**config.mk**
```make
export PLATFORM = sky130hd
export DESIGN_NAME = jt51_noise_sync
export DESIGN_NICKNAME = d
export VERILOG_FILES = /design/src/rtl/jt51_noise_sync.sv
export SDC_FILE = /design/constraint.sdc
export NUM_CORES = 1
export LEC_CHECK = 0
export CORE_MARGIN = 2
export CORE_UTILIZATION = 55
export DETAILED_ROUTE_END_ITERATION = 8
export GPL_TIMING_DRIVEN = 0
export PLACE_DENSITY = 0.78
export SYNTH_ARGS = -nofsm -noshare
export SYNTH_HDL_FRONTEND = slang
export SYNTH_SLANG_ARGS = --single-unit
```
**constraint.sdc**
```tcl
create_clock -name clk -period 4.1 [get_ports clk]
set_input_delay 0.82 -clock clk [delete_from_list [all_inputs] [get_ports clk]]
set_output_delay 0.82 -clock clk [all_outputs]
set_load 0.01 [all_outputs]
```
**src/rtl/jt51_noise_sync.sv**
```systemverilog
// Recovers lock onto the jt51 17-bit XNOR noise generator by predicting
// each received bit from the last 17 and tracking misprediction statistics.
module jt51_noise_sync #(
  parameter int LOCK_CNT = 8,
  parameter int MISS_MAX = 2
) (
  input  logic       rst,
  input  logic       clk,
  input  logic       cen,
  input  logic       base,
  input  logic       din,
  input  logic       clr_err,
  output logic       locked,
  output logic       mism,
  output logic [7:0] err_cnt,
  output logic       stuck,
  output logic       pred
);

  localparam logic [1:0] HUNT   = 2'd0;
  localparam logic [1:0] VERIFY = 2'd1;
  localparam logic [1:0] LOCKED = 2'd2;

  localparam logic [3:0] LOCK_LIM = 4'(LOCK_CNT);
  localparam logic [2:0] MISS_LIM = 3'(MISS_MAX);

  logic [1:0]  state, state_nx;
  logic [16:0] h;
  logic [4:0]  fill, fill_nx;
  logic [3:0]  good, good_nx;
  logic [2:0]  miss, miss_nx;
  logic        sample, hit, inc;

  assign sample = cen & base;
  // Generator recurrence: s[n+17] = ~(s[n] ^ s[n+3])
  assign pred   = ~(h[16] ^ h[13]);
  assign hit    = (din == pred);
  assign stuck  = (fill == 5'd17) & (h == 17'h1FFFF);
  assign locked = (state == LOCKED);
  assign inc    = sample & (state == LOCKED) & ~hit;

  always_comb begin
    state_nx = state;
    fill_nx  = fill;
    good_nx  = good;
    miss_nx  = miss;
    if (sample) begin
      case (state)
        HUNT: begin
          fill_nx = fill + 5'd1;
          if (fill == 5'd16) begin
            state_nx = VERIFY;
            good_nx  = 4'd0;
          end
        end
        VERIFY: begin
          if (hit) begin
            good_nx = good + 4'd1;
            if (good + 4'd1 == LOCK_LIM) begin
              state_nx = LOCKED;
              miss_nx  = 3'd0;
            end
          end else begin
            good_nx = 4'd0;
          end
        end
        LOCKED: begin
          if (hit) begin
            miss_nx = 3'd0;
          end else begin
            miss_nx = miss + 3'd1;
            if (miss + 3'd1 == MISS_LIM) begin
              state_nx = HUNT;
              fill_nx  = 5'd0;
              good_nx  = 4'd0;
            end
          end
        end
        default: begin
          state_nx = HUNT;
          fill_nx  = 5'd0;
          good_nx  = 4'd0;
          miss_nx  = 3'd0;
        end
      endcase
    end
  end

  // mism is recomputed every clock so it can only be high right after a LOCKED miss
  always_ff @(posedge clk or posedge rst) begin
    if (rst) begin
      state   <= HUNT;
      h       <= 17'd0;
      fill    <= 5'd0;
      good    <= 4'd0;
      miss    <= 3'd0;
      err_cnt <= 8'd0;
      mism    <= 1'b0;
    end else begin
      mism <= inc;
      if (cen) begin
        state <= state_nx;
        fill  <= fill_nx;
        good  <= good_nx;
        miss  <= miss_nx;
        if (base) h <= {h[15:0], din};
        if (clr_err) err_cnt <= {7'd0, inc};
        else if (inc && err_cnt != 8'hFF) err_cnt <= err_cnt + 8'd1;
      end
    end
  end

endmodule

```
==> run summary, run 1 <==
Crit path from - h[4]$_DFFE_PP0P_
Period minus WS final - 2.908 ns
Setup violations, final - 0
All-Layer GR Usage - 0.2319
Mean Syn Cell Area - 9.587 µm²
Final Hold Fails - 0
Mapped Nets - 238
P&R area growth vs syn - 15.02%
Clk buf depth - 2
Top post-synthesis cells by count - 63 x nand2_1, 40 x dfrtp_1, 10 x a21oi_1
Iteration-0 DRC count of the detailed router - 152
Synthesis Warnings - 0
Register-to-Register Path Depth - 6
First-pass iteration count of the detailed router - 4
Port bufs - 17
Grt ovf - 0
Die X - 66.63 µm
Flop2flop setup slack - 2.12 ns
Maxcap violations - 0
FF-to-FF End - good[1]$_DFFE_PP0P_
Global-route wire length before repair - 7665 µm
Via/cell ratio - 5.651
Hold WC Path Type - flip-flop to flip-flop
Quantity of hold-fixing buffers added after cts - 0
Hold Path Depth - 2
Clock-pin slew on the worst setup and hold paths - 0.07 ns
Share of the synthesized area in the top cell type - 0.4640
NumNets Final - 262
Seq/Total Area, Yosys - 0.4640
Wire per inst - 14.43 µm
Hold Crit Start - h[3]$_DFFE_PP0P_
Initial antenna violation count - 0
Endpoint, Worst Hold - h[4]$_DFFE_PP0P_
Die area - 4439 µm²
H-Tree Level Count - 2
Drc violations - 0
Fill cells - 294
Gate count of the mapped netlist - 225
Worst skew pair latency - 0.29 ns
Top Ports - 18
Vias - 1684
DP Worst Slack - 1.341 ns
Number of synthesized flops with an enable pin - 0
Distinct cells, synth - 49
FMAX - 343.9 MHz
RSZ-0062 raised after global routing - false
Clk_skew - 0.007495 ns
Setup CP Type - flip-flop to primary output
Util after Layout - 0.6677
Post-CTS sizing - 0
ANT cells - 0
Fraction of layout cells with a size suffix above 1 - 0.09200
# rows - 22
Max-Slew Margin vs Limit - 0.4527
Fin worst setup slack - 1.192 ns
Synthesized area - 2157 µm²
Starting Density - 0.5805
CTS tree - done
Core Footprint - 3716 µm²
Count leader, synth - nand2_1
Area leader, netlist - dfrtp_1
Worst-path fanout max - 3
Worst Setup End Kind - primary output
Slew @ Worst Pin - 0.8197 ns
ANT nets after route - 0
Max VDD drop - 218.5 µV
Final wirelength - 4301 µm
Largest net degree at the start of global routing - 41
Crit path DAT - 2.09 ns
Main synth FF type - dfrtp_1
Synth Register Bits - 40
Status - completed
Vias in the first global route - 1641
Placer congestion estimate - 0.7773
Leakage - 1.177 nW
Setup bufs post-CTS - 0
Top cells by area, synth - dfrtp_1 46%, nand2_1 11%, ha_1 4.1%
Ys async rst share - 1.000
Die height - 66.63 µm
CP startpoint kind - flip-flop
Cts bufs inserted - 5
Max Slew Vio Count - 0
Power Density - 361.6 nW/µm²
Detail Placement HPWL - 2988 µm
Critical Path RT - 3.28 ns
Reg2reg start - fill[0]$_DFFE_PP0P_
Clock sink count - 40
Final period utilization - 0.7092
Post-route setup TNS - 0 ns
Root Driver - clkbuf_8
power breakdown:
part | switching, mW | internal, mW | total [mW] | leakage [nW]
clock | 0.135 | 0.137 | 0.272 | 0.0445
sequential | 0.0428 | 0.439 | 0.481 | 0.513
combinational | 0.0744 | 0.0697 | 0.144 | 0.619
metal layers:
layer	wire length [µm]	vias up	global-route usage
met4	72	0	0.06888
met2	2025	34	0.3600
met1	2026	793	0.3178
met5	0	-	0
li1	-	848	-
met3	176	9	0.06419
logic make-up (layout without fill, tap and decap cells):
logic type / Yosys count / in the layout / share of synthesized area
adder cells (fa/ha/maj): 7 / 7 / 0.04060
AO/OA/AOI/OAI: 39 / 39 / 0.1398
flip-flops: 40 / 40 / 0.4640
XOR/XNOR: 4 / 4 / 0.03074
buffers and inverters: 17 / 42 / 0.03654
multiplexers: 4 / 4 / 0.02204
AND/OR/NAND/NOR: 114 / 114 / 0.2662
layout by cell type, fill, tap and decap left out, types with 3 or more instances in the layout:
cell	count
nand4_1	7
dfrtp_1	40
clkdlybuf4s50_1	17
a21oi_1	10
clkbuf_8	6
nor3_1	3
or4_1	5
nor2_1	5
ha_1	7
o31ai_1	4
o2bb2ai_1	4
nand2_1	63
clkbuf_1	7
inv_1	8
o21ai_0	4
and3_1	3
nor2b_1	3
nand3_1	8
a21o_1	3
state kept, by name, summed over array words and instances, names as in the netlist:
| signal | count |
|---|---|
| err_cnt | 8 |
| fill | 5 |
| good | 4 |
| h | 17 |
| mism | 1 |
| miss | 3 |
| state | 2 |
layout make-up:
type	instances	area, µm²	share of cell area
multi-input combinational	168	1077	0.4342
buffer	8	45.04	0.01815
inverter	9	33.78	0.01362
clock buffer	7	86.33	0.03480
clock inverter	1	7.507	0.003026
sequential	40	1001	0.4034
timing repair buffer	17	170.2	0.06858
tap	48	60.06	0.02421
worst max-delay path, stage by stage, from the launching register on:
cell and delay, ns:
dfrtp_1 0.38, nand4_1 0.12, or4_1 0.57, nor3_1 0.19, clkdlybuf4s50_1 0.55
how the worst max path moves through the flow:
stage	to	slack (ns)
after floorplan	good[1]$_DFFE_PP0P_	2.01
after global placement	fill[3]$_DFFE_PP0P_	1.35
after detailed placement	fill[3]$_DFFE_PP0P_	1.34
after CTS	stuck	1.18
after global routing	stuck	1.14
final	stuck	1.19
stage by stage:
step / hold WS [ns] / instance area [µm²] / std cells / power, mW
floorplan: 0.4603 / 2157 / 225 / 0.5878
global placement: 0.4744 / 2387 / 290 / 0.6251
detailed placement: 0.4800 / 2387 / 290 / 0.6333
CTS: 0.4949 / 2481 / 298 / 0.9073
global route: 0.5193 / 2481 / 298 / 0.9522
finish: 0.4915 / 2481 / 298 / 0.8971
Note: power is estimated with default switching activity, not from simulation.
==> run 2, diff against run 1 <==
==> constraint.sdc (replaced) <==
create_clock -name clk -period 3 [get_ports clk]
set_input_delay 0.6 -clock clk [delete_from_list [all_inputs] [get_ports clk]]
set_output_delay 0.6 -clock clk [all_outputs]
set_load 0.01 [all_outputs]
==> results of run 2 <==
The final DEF is identical to that of run 1. Status: completed.
Main changes from that run: setup slack after placement 1.341 ns -> 0.4605 ns; setup slack after layout 1.192 ns -> 0.3125 ns; register-to-register setup slack 2.12 ns -> 1.02 ns; total power 0.8971 mW -> 1.226 mW; worst IR drop on VDD 218.5 µV -> 298.6 µV
